--- src/rtl/config_pkg.sv ---
// -----------------------------------------------------------------------------
// config_pkg
//   Minimal core-configuration type for the configuration readback block.
//   It carries only the fully derived fields that the readback table exposes.
//   Numeric fields are 32-bit unsigned and feature switches are single bits,
//   so a '{default: 0} pattern yields an all-disabled configuration.
// -----------------------------------------------------------------------------
package config_pkg;

  typedef struct packed {
    // Datapath widths
    int unsigned XLEN;
    int unsigned PLEN;
    int unsigned VLEN;
    int unsigned FLen;
    // ISA extensions and feature switches
    bit          RVA;
    bit          RVB;
    bit          RVC;
    bit          RVD;
    bit          RVF;
    bit          RVH;
    bit          RVS;
    bit          RVU;
    bit          RVV;
    bit          ZKN;
    bit          RVZCB;
    bit          RVZCMP;
    bit          RVZiCond;
    bit          RVZicntr;
    bit          RVZihpm;
    bit          XF16;
    bit          XF16ALT;
    bit          XF8;
    bit          XFVec;
    bit          CvxifEn;
    bit          DebugEn;
    bit          MmuPresent;
    bit          SuperscalarEn;
    bit          PerfCounterEn;
    // Instruction cache geometry
    int unsigned ICACHE_SET_ASSOC;
    int unsigned ICACHE_INDEX_WIDTH;
    int unsigned ICACHE_LINE_WIDTH;
    // Data cache geometry
    int unsigned DCACHE_SET_ASSOC;
    int unsigned DCACHE_INDEX_WIDTH;
    int unsigned DCACHE_LINE_WIDTH;
    // Pipeline ports and buffers
    int unsigned NrCommitPorts;
    int unsigned NrIssuePorts;
    int unsigned NrWbPorts;
    int unsigned NrRgprPorts;
    int unsigned NR_SB_ENTRIES;
    int unsigned NrPMPEntries;
    // MMU
    int unsigned InstrTlbEntries;
    int unsigned DataTlbEntries;
    int unsigned SharedTlbDepth;
    int unsigned PtLevels;
    // Branch prediction
    int unsigned RASDepth;
    int unsigned BTBEntries;
    int unsigned BHTEntries;
  } cva6_cfg_t;

endpackage

--- src/rtl/cfg_readback_pkg.sv ---
// -----------------------------------------------------------------------------
// cfg_readback_pkg
//   Shared definitions for cfg_readback: FSM state encoding, word index map,
//   checksum seed and the elaboration-time table builder pack_cfg_words().
//
//   Word map (each field truncated to the listed LSBs, unlisted bits zero):
//     0 widths   {XLEN[7:0], PLEN[7:0], VLEN[7:0], FLen[7:0]}
//     1 isa      bit 0..23 = RVA .. PerfCounterEn
//     2 icache   {SET_ASSOC[7:0], INDEX_WIDTH[7:0], LINE_WIDTH[15:0]}
//     3 dcache   same layout as word 2
//     4 ports    {Commit[3:0], Issue[3:0], Wb[3:0], Rgpr[3:0], SB[7:0], PMP[7:0]}
//     5 mmu      {ITLB[7:0], DTLB[7:0], STLB depth[7:0], PtLevels[3:0], 4'b0}
//     6 bpred    {RASDepth[7:0], BTBEntries[7:0], BHTEntries[15:0]}
//     7 checksum XOR of words 0..6 XOR seed
// -----------------------------------------------------------------------------
package cfg_readback_pkg;

  localparam int unsigned CFG_NR_WORDS = 8;
  localparam int unsigned CFG_ADDR_W   = 4;
  localparam int unsigned CFG_DATA_W   = 32;

  // Word indices
  localparam int unsigned CFG_W_WIDTHS = 0;
  localparam int unsigned CFG_W_ISA    = 1;
  localparam int unsigned CFG_W_ICACHE = 2;
  localparam int unsigned CFG_W_DCACHE = 3;
  localparam int unsigned CFG_W_PORTS  = 4;
  localparam int unsigned CFG_W_MMU    = 5;
  localparam int unsigned CFG_W_BPRED  = 6;
  localparam int unsigned CFG_W_CSUM   = 7;

  localparam logic [CFG_DATA_W-1:0] CFG_CSUM_SEED = 32'hC0F6_0001;

  typedef enum logic [1:0] {
    S_IDLE   = 2'd0,
    S_SINGLE = 2'd1,
    S_BURST  = 2'd2
  } cfg_state_e;

  typedef logic [CFG_NR_WORDS-1:0][CFG_DATA_W-1:0] cfg_words_t;

  function automatic cfg_words_t pack_cfg_words(input config_pkg::cva6_cfg_t cfg);
    cfg_words_t w;
    w = '0;

    w[CFG_W_WIDTHS] = {cfg.XLEN[7:0], cfg.PLEN[7:0], cfg.VLEN[7:0], cfg.FLen[7:0]};

    w[CFG_W_ISA] = {8'h00,
                    cfg.PerfCounterEn, cfg.SuperscalarEn, cfg.MmuPresent, cfg.DebugEn,
                    cfg.CvxifEn, cfg.XFVec, cfg.XF8, cfg.XF16ALT,
                    cfg.XF16, cfg.RVZihpm, cfg.RVZicntr, cfg.RVZiCond,
                    cfg.RVZCMP, cfg.RVZCB, cfg.ZKN, cfg.RVV,
                    cfg.RVU, cfg.RVS, cfg.RVH, cfg.RVF,
                    cfg.RVD, cfg.RVC, cfg.RVB, cfg.RVA};

    w[CFG_W_ICACHE] = {cfg.ICACHE_SET_ASSOC[7:0], cfg.ICACHE_INDEX_WIDTH[7:0],
                       cfg.ICACHE_LINE_WIDTH[15:0]};
    w[CFG_W_DCACHE] = {cfg.DCACHE_SET_ASSOC[7:0], cfg.DCACHE_INDEX_WIDTH[7:0],
                       cfg.DCACHE_LINE_WIDTH[15:0]};

    w[CFG_W_PORTS] = {cfg.NrCommitPorts[3:0], cfg.NrIssuePorts[3:0],
                      cfg.NrWbPorts[3:0], cfg.NrRgprPorts[3:0],
                      cfg.NR_SB_ENTRIES[7:0], cfg.NrPMPEntries[7:0]};

    w[CFG_W_MMU] = {cfg.InstrTlbEntries[7:0], cfg.DataTlbEntries[7:0],
                    cfg.SharedTlbDepth[7:0], cfg.PtLevels[3:0], 4'b0000};

    w[CFG_W_BPRED] = {cfg.RASDepth[7:0], cfg.BTBEntries[7:0], cfg.BHTEntries[15:0]};

    // Checksum lets software confirm it read a coherent table.
    w[CFG_W_CSUM] = CFG_CSUM_SEED ^ w[CFG_W_WIDTHS] ^ w[CFG_W_ISA] ^ w[CFG_W_ICACHE]
                  ^ w[CFG_W_DCACHE] ^ w[CFG_W_PORTS] ^ w[CFG_W_MMU] ^ w[CFG_W_BPRED];
    return w;
  endfunction

endpackage

--- src/rtl/cfg_readback.sv ---
// -----------------------------------------------------------------------------
// cfg_readback
//   Read-only window onto the elaborated core configuration. A request selects
//   a word index; single mode returns one beat, burst mode streams every word
//   from that index up to the last table entry. The table is a constant built
//   at elaboration, so the block holds only the FSM, an address counter, an
//   abort flag and the registered response.
//
// Ports
//   clk_i        rising-edge clock
//   rst_i        synchronous active-high reset
//   req_valid_i  read request valid
//   req_ready_o  high only in IDLE; request taken when valid & ready
//   req_addr_i   word index (indices >= NrWords produce an error beat)
//   req_burst_i  stream words req_addr_i .. NrWords-1
//   abort_i      stop an active burst after the currently presented beat
//   rsp_valid_o  response beat valid
//   rsp_ready_i  consumer accepts the beat
//   rsp_data_o   word data (zero on error beats)
//   rsp_addr_o   index of the presented word
//   rsp_last_o   final beat of the transaction
//   rsp_err_o    index out of range
//   busy_o       FSM not IDLE
// -----------------------------------------------------------------------------
module cfg_readback
  import cfg_readback_pkg::*;
#(
  parameter config_pkg::cva6_cfg_t CVA6Cfg = config_pkg::cva6_cfg_t'{default: 0},
  parameter int unsigned           NrWords = 8
) (
  input  logic                  clk_i,
  input  logic                  rst_i,
  input  logic                  req_valid_i,
  output logic                  req_ready_o,
  input  logic [CFG_ADDR_W-1:0] req_addr_i,
  input  logic                  req_burst_i,
  input  logic                  abort_i,
  output logic                  rsp_valid_o,
  input  logic                  rsp_ready_i,
  output logic [CFG_DATA_W-1:0] rsp_data_o,
  output logic [CFG_ADDR_W-1:0] rsp_addr_o,
  output logic                  rsp_last_o,
  output logic                  rsp_err_o,
  output logic                  busy_o
);

  // The word map has exactly CFG_NR_WORDS entries; NrWords must match it.
  localparam cfg_words_t             WORDS        = pack_cfg_words(CVA6Cfg);
  localparam int unsigned            IDX_W        = $clog2(CFG_NR_WORDS);
  localparam logic [CFG_ADDR_W-1:0]  LAST_IDX     = CFG_ADDR_W'(NrWords - 1);
  localparam logic [CFG_ADDR_W:0]    NR_WORDS_EXT = (CFG_ADDR_W + 1)'(NrWords);

  cfg_state_e                  state;
  logic [CFG_ADDR_W-1:0]       cnt;
  logic                        abort_flag;
  logic                        rsp_valid;
  logic [CFG_DATA_W-1:0]       rsp_data;
  logic [CFG_ADDR_W-1:0]       rsp_addr;
  logic                        rsp_last;
  logic                        rsp_err;
  logic                        busy;
  logic                        req_ready;

  logic                        hs;
  logic [CFG_ADDR_W-1:0]       nxt_idx;

  function automatic logic in_range(input logic [CFG_ADDR_W-1:0] idx);
    return {1'b0, idx} < NR_WORDS_EXT;
  endfunction

  // Only called with in-range indices, so the low IDX_W bits select the word.
  function automatic logic [CFG_DATA_W-1:0] word_at(input logic [CFG_ADDR_W-1:0] idx);
    return WORDS[idx[IDX_W-1:0]];
  endfunction

  assign hs      = rsp_valid & rsp_ready_i;
  assign nxt_idx = cnt + CFG_ADDR_W'(1);

  always_ff @(posedge clk_i) begin
    if (rst_i) begin
      state      <= S_IDLE;
      cnt        <= '0;
      abort_flag <= 1'b0;
      rsp_valid  <= 1'b0;
      rsp_data   <= '0;
      rsp_addr   <= '0;
      rsp_last   <= 1'b0;
      rsp_err    <= 1'b0;
      busy       <= 1'b0;
      req_ready  <= 1'b1;
    end else begin
      case (state)
        S_IDLE: begin
          if (req_valid_i) begin
            cnt        <= req_addr_i;
            abort_flag <= 1'b0;
            rsp_valid  <= 1'b1;
            rsp_addr   <= req_addr_i;
            busy       <= 1'b1;
            req_ready  <= 1'b0;
            if (!in_range(req_addr_i)) begin
              // Out-of-range index: one error beat regardless of mode.
              state    <= S_SINGLE;
              rsp_data <= '0;
              rsp_last <= 1'b1;
              rsp_err  <= 1'b1;
            end else begin
              state    <= req_burst_i ? S_BURST : S_SINGLE;
              rsp_data <= word_at(req_addr_i);
              rsp_last <= !req_burst_i || (req_addr_i == LAST_IDX);
              rsp_err  <= 1'b0;
            end
          end
        end

        S_SINGLE: begin
          if (hs) begin
            state      <= S_IDLE;
            abort_flag <= 1'b0;
            rsp_valid  <= 1'b0;
            rsp_data   <= '0;
            rsp_addr   <= '0;
            rsp_last   <= 1'b0;
            rsp_err    <= 1'b0;
            busy       <= 1'b0;
            req_ready  <= 1'b1;
          end
        end

        S_BURST: begin
          if (hs) begin
            // An abort raised earlier, or arriving with this handshake, ends
            // the burst here without ever presenting a last beat.
            if (rsp_last || abort_flag || abort_i) begin
              state      <= S_IDLE;
              abort_flag <= 1'b0;
              rsp_valid  <= 1'b0;
              rsp_data   <= '0;
              rsp_addr   <= '0;
              rsp_last   <= 1'b0;
              rsp_err    <= 1'b0;
              busy       <= 1'b0;
              req_ready  <= 1'b1;
            end else begin
              cnt      <= nxt_idx;
              rsp_addr <= nxt_idx;
              rsp_data <= word_at(nxt_idx);
              rsp_last <= (nxt_idx == LAST_IDX);
            end
          end else if (abort_i) begin
            // The stalled beat stays untouched; remember the abort for later.
            abort_flag <= 1'b1;
          end
        end

        default: begin
          state     <= S_IDLE;
          rsp_valid <= 1'b0;
          busy      <= 1'b0;
          req_ready <= 1'b1;
        end
      endcase
    end
  end

  assign req_ready_o = req_ready;
  assign rsp_valid_o = rsp_valid;
  assign rsp_data_o  = rsp_data;
  assign rsp_addr_o  = rsp_addr;
  assign rsp_last_o  = rsp_last;
  assign rsp_err_o   = rsp_err;
  assign busy_o      = busy;

endmodule

--- config.mk ---
export PLATFORM = sky130hd
export DESIGN_NAME = cfg_readback
export DESIGN_NICKNAME = d
export VERILOG_FILES = /design/src/rtl/config_pkg.sv /design/src/rtl/cfg_readback_pkg.sv /design/src/rtl/cfg_readback.sv
export SDC_FILE = /design/constraint.sdc
export NUM_CORES = 1
export LEC_CHECK = 0
export BUFFER_PORTS_ARGS = -buffer_cell sky130_fd_sc_hd__buf_2
export CAP_MARGIN = 0
export CORE_UTILIZATION = 47
export DETAILED_ROUTE_END_ITERATION = 8
export GPL_TIMING_DRIVEN = 1
export PLACE_DENSITY = 0.89
export SLEW_MARGIN = 10
export SYNTH_ARGS = -nofsm -noshare
export SYNTH_HDL_FRONTEND = slang
export SYNTH_SLANG_ARGS = --single-unit
--- constraint.sdc ---
create_clock -name clk_i -period 2.1 [get_ports clk_i]
set_input_delay 0.315 -clock clk_i [delete_from_list [all_inputs] [get_ports clk_i]]
set_output_delay 0.315 -clock clk_i [all_outputs]
set_load 0.01 [all_outputs]
==> results.cfg, run 1 <==
[timing]
rsz0062_at_grt = no
hold_viol_final = 0
relSlewSlack_pct = 58.3
achievable-frequency_mhz = 508
setup_slack_ps = 132
final.setup_skew_ps = 1.72
setup_tns_ps = 0
tightest_slew_ps = 625
finalMaxSlewViolations = 0
finalCritPeriodShare_pct = 93.7
finalSetupViolCount = 0
fin_crit_ps = 1970

[floorplan]
start_util_pct = 51.2
die_h_um = 51.8
num_rows = 17
io-pin-count = 51
die_x_um = 51.8
core_mm2 = 0.00228
die-area_mm2 = 0.00268

[routing]
drc_errors = 0
num_vias = 1003
dr.pass1.iters = 4
drt_first_iter_violations = 17
viasPerCell = 5.34
detail_route.wl_per_cell_um = 12.8
routed_wl_mm = 2.41
antenna_left = 0

[finish]
instances_no_fill = 188
syn2layout_area_growth_pct = 4.40
drive_above_1_share_pct = 25.0
mostFrequentLayoutCells = buf_2, conb_1, dfxtp_1
antennaDiodeCount = 0
final_common_cell = buf_2
layout.nets = 177

[worst_setup_path]
r2r_cells = 6
slowest_stage = or4b_4
regToRegEndpoint = rsp_last_o
cp_num_buf_inv = 1
max_stage_delay_ps = 530
crit_cells = 6
rr_startpoint = state[0]
critPathTopFamily = simple AND/OR/NAND/NOR gates
startpoint = state[0]
critPathMaxFanout = 6
worstPathRequired_ps = 2320
r2r_slack_ps = 130
startpoint_type = flip-flop
critPathKind = reg2reg
endpoint_kind = flip-flop
crit_end = rsp_last_o
cp.arrival_ps = 2190
path_cells = inv_1 > ha_1 > or4b_4 > nor3_1 > a31oi_1 > a211oi_2

[synthesis]
yosysWarnings = 0
ys_ff_latch = 16
syn_area_mm2 = 0.00116
netlist_top_cells_area = dfxtp_1, buf_4, ha_1, a21oi_1, nor2_1
synthCells = 141
synth_top_area_cell = dfxtp_1
synth_cell_types = 40
synth-edff-count = 0
synth_top_area_share_pct = 27.5
yosysSeqAreaShare_pct = 27.5
avgSynthCellArea_um2 = 8.26
async_reset_ff_share_pct = 0
yosys_most_used_dff = dfxtp_1

[clock_network]
clock-root-buffer = clkbuf_4
path_clk_slew_ps = 100
cts_resized = 0
htreeDepth = 1
cts_setup_buffers = 0
cts_buffers = 3
clock_sinks = 16
cts_hold_buf = 0
cts_tree = done
worstSkewPairLatency_ps = 290
clk_path_buf_depth = 2

[global_routing]
grt_usage_pct = 20.6
grt_pass1_vias = 874
antenna_found_initial = 0
grt-ovfl-total = 0
grt_pass1_wl_mm = 4.04
grt_max_degree = 19

[power_and_ir_drop]
p_per_area_mw_per_mm2 = 703
power.leakage_nw = 0.558
ir_drop_mv = 0.386

[place]
portBuffers = 27
hpwl_mm = 1.84
place_congestion = 0.883
dpl_worst_slack_ps = 178
place_inst = 184

[job]
drv_cap = 0

[outcome]
outcome = completed

[worst_hold_path]
worstHoldPathType = in2reg
layer usage:
layer	up-vias	routed length, um	part of all wire [%]	GRT usage, %
li1	484	-	-	-
met4	0	44	1.8	9.46
met3	5	163	6.8	2.63
met5	-	0	0	0
met2	53	1120	46	36.6
met1	461	1090	45	24.3
worst min path at each step:
stage	end	startpoint	slack [ps]	depth (start not counted)
6_report	rsp_addr_o[1]	req_addr_i[1]	320	3
5_1_grt	state[0]	req_valid_i	310	3
4_1_cts	rsp_addr_o[1]	req_addr_i[1]	320	3
3_5_place_dp	rsp_err_o	rsp_err_o	460	2
3_3_place_gp	req_ready_o	req_ready_o	450	1
2_1_floorplan	cnt[1]	cnt[1]	460	2
through the flow:
stage	utilization, %	hold WS, ps	instance area (um2)	power [mW]
floorplan	-	465	1250	0.616
global placement	51.8	455	1180	0.637
detailed placement	51.8	464	1180	0.648
CTS	53.4	316	1220	0.851
global route	53.4	310	1220	0.920
finish	53.4	323	1220	0.855
worst reg2reg max path: cells and delay by family (launching register included):
| family | cells | cell delay [ps] |
|---|---|---|
| AOI/OAI and AO/OA | 2 | 390 |
| adders and majority gates | 1 | 200 |
| buffers and inverters | 1 | 90 |
| DFF | 1 | 350 |
| and+or+nand+nor | 2 | 860 |
synthesized netlist by cell type, types with 5 or more instances:
master / number
buf_4: 32
nor2_1: 8
o21ai_0: 5
nand2_1: 7
inv_1: 7
a21oi_1: 10
dfxtp_1: 16
ha_1: 6
cell families (layout without fill, tap and decap cells):
family                     Yosys count  count (layout)  synth area share (%)
buffers and inverters               44              41                  24.6
and+or+nand+nor                     37              37                  17.8
AOI/OAI and AO/OA                   34              34                  20.9
DFF                                 16              16                  27.5
adders and majority gates            6               6                  6.44
xor gates and xnor gates             2               2                  1.50
other                                1              23                 0.322
muxes                                1               1                 0.859
registers in the layout, indices dropped and copies added (netlist names):
register	flops
rsp_data_o	1
rsp_last_o	1
state	2
cnt	4
rsp_addr_o	4
abort_flag	1
rsp_err_o	1
busy_o	1
req_ready_o	1
power breakdown:
part           total, mW  internal (mW)  switching, mW  leakage (nW)
Combinational      0.276          0.107          0.169         0.405
Sequential         0.370          0.340         0.0303         0.132
Clock              0.209          0.106          0.103        0.0210
Total              0.855          0.552          0.303         0.558
final cells by class:
type	instances	area (um2)
fillers	220	1060
multi-input cells	103	641
flip-flops and latches	16	320
repair buffers	30	158
clock buffers	4	36.3
well taps	28	35.0
inverters	7	26.3
Power figures use the tool's default switching activity.
==> run 2, diff against run 1 <==
--- a/config.mk
+++ b/config.mk
@@ -7,6 +7,7 @@
 export LEC_CHECK = 0
 export BUFFER_PORTS_ARGS = -buffer_cell sky130_fd_sc_hd__buf_2
 export CAP_MARGIN = 0
+export CORE_MARGIN = 5
 export CORE_UTILIZATION = 47
 export DETAILED_ROUTE_END_ITERATION = 8
 export GPL_TIMING_DRIVEN = 1
==> results.cfg, run 2 (synthesis gave the netlist of run 1 again) <==
[timing]
finalMaxSlewViolations = 0
fin_crit_ps = 1960
final.setup_skew_ps = 2.57
achievable-frequency_mhz = 509
finalSetupViolCount = 0
rsz0062_at_grt = no
finalCritPeriodShare_pct = 93.6
hold_viol_final = 0
tightest_slew_ps = 500
setup_tns_ps = 0
relSlewSlack_pct = 66.6
setup_slack_ps = 135

[routing]
viasPerCell = 5.12
antenna_left = 0
dr.pass1.iters = 5
drc_errors = 0
routed_wl_mm = 2.35
drt_first_iter_violations = 35
detail_route.wl_per_cell_um = 12.4
num_vias = 972

[global_routing]
grt_use_met2_pct = 20.2
met1_usage_pct = 15.5
grt_pass1_vias = 780
grt_max_degree = 19
antenna_found_initial = 0
grt-ovfl-total = 0
grt_busiest_layer = met2
use_met3_pct = 0.648
grt_pass1_wl_mm = 3.38
grt_usage_pct = 12.3

[place]
place_congestion = 0.943
portBuffers = 27
place_inst = 186
dpl_worst_slack_ps = 92.6
hpwl_mm = 1.79

[power_and_ir_drop]
clockPowerShare_pct = 25.3
power.leakage_nw = 0.562
switching_share_pct = 36.2
p_per_area_mw_per_mm2 = 695
seqPwrFrac_pct = 42.2
p_sw_mw = 0.315
power_frac_comb_pct = 32.5
ir_drop_mv = 0.446
internal_power_mw = 0.556

[floorplan]
die_x_um = 59.8
die_h_um = 59.8
num_rows = 18
start_util_pct = 47.9
io-pin-count = 51
die-area_mm2 = 0.00357
core_mm2 = 0.00243

[outcome]
outcome = completed

[clock_network]
clk_path_buf_depth = 2
cts_buffers = 3
clock_sinks = 16
cts_resized = 0
cts_hold_buf = 0
cts_tree = done
path_clk_slew_ps = 100
htreeDepth = 1
cts_setup_buffers = 0
worstSkewPairLatency_ps = 310
clock-root-buffer = clkbuf_4

[finish]
register_area_um2 = 320
antennaDiodeCount = 0
final_common_cell = buf_2
layout.nets = 177
multi_input_area_um2 = 676
drive_above_1_share_pct = 26.9
mostFrequentLayoutCells = buf_2, conb_1, dfxtp_1
syn2layout_area_growth_pct = 7.63
instances_no_fill = 190
nFillCells = 231

[job]
drv_cap = 0

[worst_hold_path]
hold_start = req_addr_i[1]
worstHoldPathType = in2reg
min_to = rsp_addr_o[1]
hold_depth = 3

[worst_setup_path]
startpoint_type = flip-flop
cp.arrival_ps = 2220
r2r_slack_ps = 140
r2r_cells = 6
endpoint_kind = flip-flop
critPathKind = reg2reg
regToRegEndpoint = cnt[3]
rr_startpoint = state[0]
critPathMaxFanout = 7
worstPathRequired_ps = 2360
## run 2: cell counts in the layout (fill, tap and decap cells not counted)
Identical to the previous run, type by type.
## run 2: worst max-delay path, cell delays in order (launching register included)
cell and delay, ps:
dfxtp_1 350, inv_1 130, ha_4 190, or4b_4 530
o31a_1 360, a2111oi_2 230, a31o_1 130
## run 2: worst max-delay path by stage
stage                   from  cells after the start    endpoint
floorplan           state[0]                      6      cnt[3]
global placement    state[0]                      6  rsp_last_o
detailed placement  state[0]                      6  rsp_last_o
CTS                 state[0]                      6  rsp_last_o
global route        state[0]                      6      cnt[3]
finish              state[0]                      6      cnt[3]
## run 2: layout make-up
class	instances	area share (%)
Clock buffer	4	2.89
Tap cell	30	2.99
Multi-Input combinational cell	103	53.9
Inverter	7	2.10
Sequential cell	16	25.5
Timing Repair Buffer	30	12.6
## run 2: through the flow
step / area (um2) / util, % / power [mW] / hold WS (ps)
global route: 1250 / 51.5 / 0.918 / 329
global placement: 1180 / 48.6 / 0.637 / 461
finish: 1250 / 51.5 / 0.871 / 296
floorplan: 1250 / - / 0.616 / 465
detailed placement: 1180 / 48.6 / 0.642 / 470
CTS: 1220 / 50.1 / 0.853 / 300
## run 2: power by group through the flow
stage	Clock (mW)	Combinational [mW]	Sequential, mW
floorplan	0	0.232	0.385
global placement	0	0.263	0.373
detailed placement	0	0.268	0.375
CTS	0.215	0.270	0.368
global route	0.234	0.310	0.375
finish	0.220	0.283	0.368
## run 2: routing by layer
layer | up-vias | part of all wire [%]
met1 | 450 | 41
li1 | 483 | -
met2 | 34 | 51
met3 | 5 | 5.7
met4 | 0 | 2.3
met5 | - | 0
==> run 3, diff against run 2 <==
--- a/config.mk
+++ b/config.mk
@@ -11,7 +11,7 @@
 export CORE_UTILIZATION = 47
 export DETAILED_ROUTE_END_ITERATION = 8
 export GPL_TIMING_DRIVEN = 1
-export PLACE_DENSITY = 0.89
+export PLACE_DENSITY = 0.79
 export SLEW_MARGIN = 10
 export SYNTH_ARGS = -nofsm -noshare
 export SYNTH_HDL_FRONTEND = slang
==> results.cfg, run 3 (synthesis gave the netlist of run 1 again) <==
[outcome]
outcome = completed

[routing]
detail_route.wl_per_cell_um = 12.7
antenna_left = 0
num_vias = 937
viasPerCell = 4.96
drc_errors = 0
routed_wl_mm = 2.40
dr.pass1.iters = 4
drt_first_iter_violations = 26

[worst_setup_path]
rr_startpoint = state[1]
startpoint_type = flip-flop
critPathKind = reg2reg
slowest_stage = or4b_4
path_cells = ha_1 > or4b_4 > nor3_1 > a21oi_1 > a211oi_1
worstPathRequired_ps = 2290
r2r_slack_ps = 170
critPathTopFamily = simple AND/OR/NAND/NOR gates
cp_num_buf_inv = 0
endpoint_kind = flip-flop
critPathMaxFanout = 6
cp.arrival_ps = 2120
regToRegEndpoint = rsp_data_o[30]
r2r_cells = 5
max_stage_delay_ps = 520

[power_and_ir_drop]
p_sw_mw = 0.283
internal_power_mw = 0.512
p_per_area_mw_per_mm2 = 660
power.leakage_nw = 0.550
switching_share_pct = 35.6
clockPowerShare_pct = 19.2
ir_drop_mv = 0.352
seqPwrFrac_pct = 46.3
total_power_mw = 0.796
power_frac_comb_pct = 34.4

[finish]
syn2layout_area_growth_pct = 3.44
drive_above_1_share_pct = 24.5
layout.nets = 177
final_common_cell = buf_2
multi_input_area_um2 = 641
antennaDiodeCount = 0
stdcell_area_mm2 = 0.00120
mostFrequentLayoutCells = buf_2, conb_1, dfxtp_1
instances_no_fill = 189
nFillCells = 240
fin_util_pct = 49.5
register_area_um2 = 320

[floorplan]
num_rows = 18
io-pin-count = 51
die_x_um = 59.8
die-area_mm2 = 0.00357
core_mm2 = 0.00243
die_h_um = 59.8
start_util_pct = 47.9

[clock_network]
cts_setup_buffers = 0
path_clk_slew_ps = 90
cts_tree = done
clock_sinks = 16
cts_buffers = 3
cts_resized = 0
cts_hold_buf = 0
worstSkewPairLatency_ps = 270
clock-root-buffer = clkbuf_4
clk_path_buf_depth = 2
htreeDepth = 1

[timing]
final.setup_skew_ps = 1.01
tightest_slew_ps = 569
whs_ps = 355
relSlewSlack_pct = 62.0
hold_viol_final = 0
setup_slack_ps = 169
finalMaxSlewViolations = 0
fin_crit_ps = 1930
setup_tns_ps = 0
finalCritPeriodShare_pct = 91.9
finalSetupViolCount = 0
achievable-frequency_mhz = 518
rsz0062_at_grt = no

[global_routing]
grt_pass1_vias = 855
grt_max_degree = 19
grt-ovfl-total = 0
grt_usage_pct = 13.3
antenna_found_initial = 0
grt_pass1_wl_mm = 3.69

[worst_hold_path]
hold_start = req_addr_i[1]
worstHoldPathType = in2reg
hold_depth = 3
min_to = rsp_addr_o[1]

[place]
hpwl_mm = 2.04
portBuffers = 27
dpl_worst_slack_ps = 172
placed_cell_area_mm2 = 0.00118
place_congestion = 0.874
place_inst = 186

[job]
drv_cap = 0
## run 3: cell count changes in the layout (fill, tap and decap cells not counted), sizes merged
cell	change
clkbuf	-1
## run 3: how the worst max path moves through the flow
stage	from	endpoint	slack (ps)	cells after the start
6_report	state[1]	rsp_data_o[30]	170	5
2_1_floorplan	state[0]	cnt[3]	320	6
3_3_place_gp	state[0]	cnt[3]	260	6
4_1_cts	state[1]	cnt[2]	180	5
5_1_grt	state[0]	cnt[2]	40	6
3_5_place_dp	state[1]	rsp_data_o[30]	170	5
## run 3: area by class of cell
class	instances	area share [%]
flip-flops and latches	16	26.6
clock buffers	3	1.87
well taps	30	3.12
multi-input cells	103	53.2
repair buffers	30	13.1
inverters	7	2.18
## run 3: per-layer routing
metal / vias to the layer above / share of wire, % / track usage, %
met3: 2 / 5.5 / 2.59
met5: - / 0 / 0
li1: 481 / - / -
met4: 0 / 0.79 / 4.43
met1: 431 / 41 / 15.5
met2: 23 / 52 / 24.1
## run 3: tightest hold or removal path: cells and delay by family
kind / cells / cell delay (ps)
buf+inv: 1 / 110
simple gates: 1 / 60
compound gates: 1 / 90
## run 3: power groups by stage
stage | logic (mW) | clock network [mW] | registers, mW
floorplan | 0.232 | 0 | 0.385
global placement | 0.266 | 0 | 0.373
detailed placement | 0.273 | 0 | 0.376
CTS | 0.274 | 0.160 | 0.369
global route | 0.306 | 0.173 | 0.374
finish | 0.274 | 0.153 | 0.369
